===== src/rtl/uart_pkg.sv =====
// Shared UART types and defaults, used by the RX bit timer and later by the TX side.
package uart_pkg;

   typedef enum logic [0:0] {StIdle, StRun} state_e;

   localparam int unsigned ClkHzDef  = 50_000_000;
   localparam int unsigned BaudDef   = 9600;
   localparam int unsigned MinDivDef = 4;

   // Clocks per bit, truncated.
   function automatic int unsigned div_from_baud(input int unsigned clk_hz,
                                                 input int unsigned baud);
      return clk_hz / baud;
   endfunction

endpackage


===== src/rtl/uart_div_cnt.sv =====
// Modulo-div counter with synchronous clear and enable; wrap_o flags the last count.
module uart_div_cnt #(
   parameter int unsigned W = 16
) (
   input  logic         clk_i,
   input  logic         rst_i,
   input  logic         clr_i,
   input  logic         en_i,
   input  logic [W-1:0] div_i,
   output logic [W-1:0] cnt_o,
   output logic         wrap_o
);

   logic [W-1:0] cnt_q, cnt_d;

   assign wrap_o = (cnt_q == div_i - W'(1));
   assign cnt_o  = cnt_q;

   always_comb begin
      cnt_d = cnt_q;
      if (clr_i) begin
         cnt_d = '0;
      end else if (en_i) begin
         cnt_d = wrap_o ? '0 : cnt_q + W'(1);
      end
   end

   always_ff @(posedge clk_i) begin
      if (rst_i) begin
         cnt_q <= '0;
      end else begin
         cnt_q <= cnt_d;
      end
   end

endmodule


===== src/rtl/uart_rx_bit_timer.sv =====
// RX bit timer: per-bit mid/end strobes, bit index and frame-done for the RX control FSM.
module uart_rx_bit_timer
   import uart_pkg::*;
#(
   parameter int unsigned CLK_HZ     = ClkHzDef,
   parameter int unsigned BAUD       = BaudDef,
   parameter int unsigned DIV_W      = 16,
   parameter int unsigned FRAME_BITS = 10,
   parameter int unsigned MIN_DIV    = MinDivDef
) (
   input  logic                          CLK,
   input  logic                          RST,
   input  logic                          Count_En,
   input  logic                          Div_Load,
   input  logic [DIV_W-1:0]              Div_Value,
   output logic                          Mid_Pulse,
   output logic                          Bit_End,
   output logic [$clog2(FRAME_BITS)-1:0] Bit_Idx,
   output logic                          Frame_Done,
   output logic                          Busy,
   output logic                          Div_Err,
   output logic [DIV_W-1:0]              Div_Cur
);

   localparam int unsigned DivRst = div_from_baud(CLK_HZ, BAUD);
   localparam int unsigned IdxW   = $clog2(FRAME_BITS);

   if (DivRst < MIN_DIV || longint'(DivRst) >= (longint'(1) << DIV_W)) begin : g_div_rst_check
      $fatal(1, "uart_rx_bit_timer: reset divisor out of range");
   end

   state_e           state_q;
   logic [IdxW-1:0]  bit_idx_q;
   logic [DIV_W-1:0] div_cur_q;
   logic             div_err_q;

   logic             run;
   logic [DIV_W-1:0] cnt;
   logic             cnt_wrap;
   logic             div_ok;

   assign run = (state_q == StRun);

   // Counter is held at zero in idle and cleared on abort so a restart always begins at bit 0.
   uart_div_cnt #(
      .W(DIV_W)
   ) u_div_cnt (
      .clk_i (CLK),
      .rst_i (RST),
      .clr_i (!run || !Count_En),
      .en_i  (run),
      .div_i (div_cur_q),
      .cnt_o (cnt),
      .wrap_o(cnt_wrap)
   );

   assign Mid_Pulse  = run && (cnt == (div_cur_q >> 1));
   assign Bit_End    = run && cnt_wrap;
   assign Frame_Done = Bit_End && (bit_idx_q == IdxW'(FRAME_BITS - 1));

   // A start request in the same cycle takes priority over a divisor load.
   assign div_ok = Div_Load && (state_q == StIdle) && !Count_En &&
                   (Div_Value >= DIV_W'(MIN_DIV));

   always_ff @(posedge CLK) begin
      if (RST) begin
         state_q   <= StIdle;
         bit_idx_q <= '0;
         div_cur_q <= DIV_W'(DivRst);
         div_err_q <= 1'b0;
      end else begin
         div_err_q <= Div_Load && !div_ok;
         if (div_ok) begin
            div_cur_q <= Div_Value;
         end
         unique case (state_q)
            StIdle: begin
               bit_idx_q <= '0;
               if (Count_En) begin
                  state_q <= StRun;
               end
            end
            StRun: begin
               if (!Count_En) begin
                  state_q   <= StIdle;
                  bit_idx_q <= '0;
               end else if (Frame_Done) begin
                  bit_idx_q <= '0;
               end else if (Bit_End) begin
                  bit_idx_q <= bit_idx_q + IdxW'(1);
               end
            end
         endcase
      end
   end

   assign Bit_Idx = bit_idx_q;
   assign Busy    = run;
   assign Div_Err = div_err_q;
   assign Div_Cur = div_cur_q;

endmodule


===== config.mk =====
export PLATFORM = sky130hd
export DESIGN_NAME = uart_rx_bit_timer
export DESIGN_NICKNAME = d
export VERILOG_FILES = /design/src/rtl/uart_pkg.sv /design/src/rtl/uart_div_cnt.sv /design/src/rtl/uart_rx_bit_timer.sv
export SDC_FILE = /design/constraint.sdc
export NUM_CORES = 1
export LEC_CHECK = 0
export ABC_AREA = 0
export CELL_PAD_IN_SITES_DETAIL_PLACEMENT = 1
export CELL_PAD_IN_SITES_GLOBAL_PLACEMENT = 1
export CORE_UTILIZATION = 40
export DETAILED_ROUTE_END_ITERATION = 7
export HOLD_SLACK_MARGIN = 0.03
export PLACE_DENSITY = 0.78
export SLEW_MARGIN = 20
export SYNTH_ARGS = -nofsm -noshare
export SYNTH_HDL_FRONTEND = slang
export SYNTH_SLANG_ARGS = --single-unit

===== constraint.sdc =====
create_clock -name CLK -period 2.8 [get_ports CLK]
set_input_delay 0.28 -clock CLK [delete_from_list [all_inputs] [get_ports CLK]]
set_output_delay 0.28 -clock CLK [all_outputs]
set_load 0.03 [all_outputs]

After elaboration in Yosys (flattened, before gate mapping). Index checks and enable logic that the tools add are counted.

Register bits: 38. Bits of input ports: 20. Output and inout port bits: 25. Logic and storage cells: 32.

Add/subtract/negate cells: 3. $lt $le $gt $ge: 1. Equality and inequality tests: 4. Muxes and demuxes: 6. Bitwise operators: 1. Reductions and logical operators: 12.

Operators with widths (count): $add A16 B1 Y16 const B (1); $eq A16 B15 Y1 (1); $eq A16 B16 Y1 (1); $ge A16 B3 Y1 const B (1); $mux W16 (1); $sub A16 B1 Y16 const B (1); $mux W4 (3); $pmux W4 S2 (1); $logic_and A1 B1 Y1 (7); $add A4 B1 Y4 const B (1); $eq A4 B4 Y1 const B (1); $ne A4 B4 Y1 const B (1); $logic_not A1 Y1 (3); $reduce_or A2 Y1 (1); $logic_or A1 B1 Y1 (1); $mux W1 (1); $not A1 Y1 (1).

Depth between registers and ports, before layout.
Depth after elaboration: 7. Gate-level depth with buffers: 9. Gate-level depth less buffers: 8.

By module. From an unflattened synthesis, not the netlist that was laid out.

Cell total of the unflattened synthesis: 298. Area total of the unflattened synthesis: 2592.5 µm².

By module, submodules not included: uart_div_cnt (instances 1, cells an instance 168, area an instance 1397.6 µm², sequential area each 320.3 µm²); uart_rx_bit_timer (instances 1, cells an instance 130, area an instance 1194.9 µm², sequential area each 440.4 µm²).

Worst setup path after synthesis. No wires, ideal clock.

Kind: reg2out. Start: register div_cur_q[0], in the netlist Div_Cur[0]. End: output Frame_Done. Arrival: 2.827 ns. Data required time: 2.520 ns. Path slack: -0.307 ns. Stages on the path, launching flop included: 9. Cells stage by stage: dfxtp_1 inv_1 ha_1 nor4b_4 a211o_1 a221oi_2 o22ai_2 or4_4 nor3_2.

Word-level cells in the longest chain between the ends: 4.

RTL lines: from (decl) (RTL line uart_rx_bit_timer.sv:34) `logic [DIV_W-1:0] div_cur_q;`; from (signal assigned) (RTL line uart_rx_bit_timer.sv:69) `div_cur_q <= DIV_W'(DivRst);`; from (signal assigned) (RTL line uart_rx_bit_timer.sv:74) `div_cur_q <= Div_Value;`; $sub A16 B1 Y16 (RTL line uart_div_cnt.sv:16) `assign wrap_o = (cnt_q == div_i - W'(1));`; $eq A16 B16 Y1 (RTL line uart_div_cnt.sv:16); $logic_and A1 B1 Y1 (RTL line uart_rx_bit_timer.sv:58) `assign Bit_End = run && cnt_wrap;`; $logic_and A1 B1 Y1 (RTL line uart_rx_bit_timer.sv:59) `assign Frame_Done = Bit_End && (bit_idx_q == IdxW'(FRAME_BITS - 1));`; to (decl) (RTL line uart_rx_bit_timer.sv:19) `output logic Frame_Done,`.

Every way passes these cells.

Worst setup path after layout.
Start: register div_cur_q[1], in the netlist Div_Cur[1]. End: output Frame_Done.

Same word-level chain as after synthesis.

==> flow_summary.rst <==
.. list-table::
   :header-rows: 1

   * - Metric
     - Value
   * - Worst Path Required
     - ~2.5 ns
   * - Clk Latency, worst-skew pair
     - ~0.29 ns
   * - Initial antenna violation count
     - 0
   * - Core Rows
     - 28
   * - Peak ir drop on the vdd network
     - 0.265 mV
   * - Min-delay worst type
     - register to register
   * - Fill cell total of the finished layout
     - between 700 and 800
   * - Placed Instances
     - 418
   * - Buffer type at the clock tree root
     - clkbuf_8
   * - Clock net sink count
     - 38
   * - Leakage power
     - 1.28 nW
   * - Clock tree from TritonCTS
     - done
   * - Core outline area
     - approximately 6000 sq um
   * - Clock H-tree levels
     - 2
   * - Warnings from Yosys
     - 0
   * - CTS clock-pin slew for the worst setup and hold paths
     - 0.07 ns
   * - Maximum number of pins on one net before global-route repair
     - 22
   * - Ratio of final minimum period to clock period
     - 108%
   * - Via-to-Cell Ratio
     - between 5 and 6
   * - Fraction of met1 tracks used by global routing
     - between 30% and 40%
   * - Number of nets in the finished design
     - 376
   * - Die Span X
     - 81.6 microns
   * - Commonest cells after routing, fill and taps aside
     - 42 x clkdlybuf4s50_1, 35 x dfxtp_1, 32 x buf_4
   * - Critical Path AT
     - 2.76 ns
   * - Sequential-to-total area share from yosys stat
     - 30.0%
   * - Fin Clk Skew
     - between 0.005 and 0.006 ns
   * - Cts hold-fix bufs
     - 0
   * - Global placer's final weighted congestion
     - between 0.8 and 0.9
   * - Detailed Routing Iterations Pass 1
     - 4
   * - Outcome
     - finished with violations
   * - Detail Placement HPWL
     - 5.83 mm
   * - Mean routed wirelength per cell
     - around 17 microns
   * - Number of cells produced by synthesis
     - a little under 300
   * - Main combinational cell family by area after synthesis
     - simple AND/OR/NAND/NOR gates
   * - Antenna cells
     - 0
   * - Critical path startpoint
     - Div_Cur[1]$_SDFFE_PP0P_
   * - Layout cells sized above 1
     - about a fifth
   * - Main area contributors after synthesis
     - dfxtp_1 30%, xnor2_1 9.7%, xor2_1 5.9%
   * - Most frequent standard cell in the layout excluding fill and tap cells
     - clkdlybuf4s50_1
   * - Worst flop-to-flop path endpoint
     - Bit_Idx[3]$_SDFFE_PP0P_
   * - Sort of element at the start of the critical path
     - register
   * - Xor/xnor cell area share of the yosys netlist
     - about 16%
   * - Adder-cell area share of the yosys netlist
     - a little under 2%
   * - Area of the die
     - approximately 6700 sq um
   * - # setup viols final
     - 2
   * - Setup repair after global routing missed its margin
     - true
   * - Endpoint of the most critical setup path
     - Frame_Done
   * - Met2 Resource Use GR
     - between 40 and 50%
   * - Cell depth of the worst flop-to-flop path
     - 9
   * - Share of the synthesized area in compound gates (AO/OA/AOI/OAI)
     - 13.2%
   * - Count of unresolved DRC violations after routing
     - 0
   * - Routed via count
     - around 2400
   * - Max-slew violations
     - 0
   * - Number of different library cells in the post-synthesis netlist
     - 55
   * - Vias in the first global route
     - approximately 2400
   * - Number of register bits inferred by synthesis
     - 38
   * - Fin Hold WS
     - 0.542 ns
   * - Type of destination of the critical path
     - output port
   * - Starting DRC count in detailed routing
     - 33
   * - Syn-to-layout area delta
     - 31.9%
   * - Starting density of the core
     - 42.1%
   * - Post-synthesis area per instance
     - 8.78 sq um
   * - Total length of routed wires
     - around 7.5 mm
   * - Area share of the largest cell type after synthesis
     - roughly 30%
   * - Residual antenna-violating net count after detailed routing
     - 0
   * - Util after Layout
     - between 50% and 60%
   * - Setup Total Neg Slack
     - -0.445 ns
   * - Synth Area in Simple Gates
     - between 20% and 30%
   * - Reg-to-Reg Start
     - Div_Cur[1]$_SDFFE_PP0P_
   * - Clock buffers created by TritonCTS
     - 5
   * - Worst-path maximum fanout
     - 5
   * - Power per cell area
     - approximately 350 nW/um^2
   * - Non-filler cells, final
     - about 430
   * - Multiplexer area fraction after synthesis
     - 5.57%
   * - Overflow after GRT
     - 0
   * - Hold violation total from the final report
     - 0
   * - Violations in the final reports
     - setup timing
   * - I/O Pins
     - 45
   * - Hold Path Stages
     - 1
   * - Die boundary height
     - ~82 microns
   * - Slack of the critical path
     - -0.236 ns
   * - IO buf count
     - 44
   * - Worst R2R Setup Slack
     - approximately 0.19 ns
   * - Min Tclk post-route
     - approximately 3.0 ns
   * - Commonest register cell after synthesis
     - dfxtp_1
   * - Maximum clock insertion buffer count
     - 2
   * - Yosys top cell by area
     - dfxtp_1
   * - Placed inst area
     - approximately 3200 sq um
   * - Peak-usage layer in the global routing report
     - met2
   * - Max-cap viol count
     - 0
   * - Tot GR Track Use
     - 23.9%
   * - Post-synthesis instance area
     - about 2500 sq um
   * - Least-Margin Pin Slew
     - roughly 0.58 ns
   * - Post-layout instance area
     - between 3000 and 4000 sq um
   * - Maximum achievable frequency
     - between 0.3 and 0.4 GHz
   * - Max_slew headroom
     - 61.5%
   * - Crit Path Category
     - register to output port
   * - Syn_nets
     - between 300 and 400
   * - Wire length of the first global-routing pass
     - 12.0 mm
   * - Share of flip-flops with an asynchronous set or reset after synthesis
     - 0%
   * - Number of flops mapped to enable cells by yosys
     - 0
   * - Met3 usage in global routing
     - between 4 and 5%
timing repair:
action	4_1_cts	5_1_grt
buffers inserted	1	1
pin swaps	6	0
resized for setup	9	2
setup endpoints to repair	2	2
cell families (layout without fill, tap and decap cells):
family	count (synthesis)	after routing
muxes	14	14
AOI/OAI and AO/OA	36	36
adders and majority gates	4	4
and+or+nand+nor	122	122
xor gates and xnor gates	45	45
DFF	38	38
buffers and inverters	30	94
Yosys cell counts, types with 5 or more instances:
cell,n
xor2_1,17
buf_2,6
inv_1,10
nor2_1,28
nand4_1,8
nand3_1,5
and3_1,7
a211o_1,6
dfxtp_1,38
nand2_1,14
xnor2_1,28
nor2b_1,5
nor3_1,21
clkbuf_1,10
mux2i_1,13
nor4_1,6
how the worst min path moves through the flow:
stage          slack, ns               startpoint                       to
6_report            0.54  Bit_Idx[3]$_SDFFE_PP0P_  Bit_Idx[3]$_SDFFE_PP0P_
5_1_grt             0.57  Bit_Idx[3]$_SDFFE_PP0P_  Bit_Idx[3]$_SDFFE_PP0P_
4_1_cts             0.53  Bit_Idx[3]$_SDFFE_PP0P_  Bit_Idx[3]$_SDFFE_PP0P_
3_5_place_dp        0.52  Bit_Idx[3]$_SDFFE_PP0P_  Bit_Idx[3]$_SDFFE_PP0P_
3_3_place_gp        0.50  Bit_Idx[2]$_SDFFE_PP0P_  Bit_Idx[2]$_SDFFE_PP0P_
2_1_floorplan       0.42             Div_Value[0]  Div_Cur[0]$_SDFFE_PP0P_
sequential cells by signal, summed over array words and instances, names as in the netlist:
register / cells
u_div_cnt.cnt_o: 16
Busy: 1
Div_Err: 1
Bit_Idx: 4
Div_Cur: 16
cell type report:
cell class                      count  area [sq um]  area share, %
Clock buffer                        6          72.6           2.17
Tap cell                           75          93.8           2.80
Sequential cell                    38           769           23.0
Inverter                           10          40.0           1.20
Multi-Input combinational cell    221          1680           50.1
Clock inverter                      2          8.76          0.262
Timing Repair Buffer               76           683           20.4
metrics by stage:
step | total power [mW] | setup slack, ns
3_3_place_gp | 0.821 | 0.0436
4_1_cts | 1.19 | -0.196
5_1_grt | 1.24 | -0.363
6_report | 1.19 | -0.236
2_1_floorplan | 0.723 | 0.00404
3_5_place_dp | 0.826 | -0.0272
power by group:
part | internal [mW] | switching (mW)
sequential | 0.553 | 0.0218
combinational | 0.120 | 0.128
clock | 0.171 | 0.192
critical path, cell delays in order (launching register included):
cell and delay (ns):
dfxtp_4 0.36, inv_4 0.06, ha_4 0.15, nor4b_4 0.33, a31oi_1 0.18, a221oi_2 0.38, o22ai_2 0.13, or4_4 0.59
nor3_4 0.13, buf_6 0.15
layer usage:
layer / vias up / share of wire (%)
met4: 0 / 1.9
met2: 67 / 47
met1: 1188 / 47
li1: 1159 / -
met5: - / 0
met3: 13 / 4.0
No activity file was read; power rests on OpenSTA's default activity.
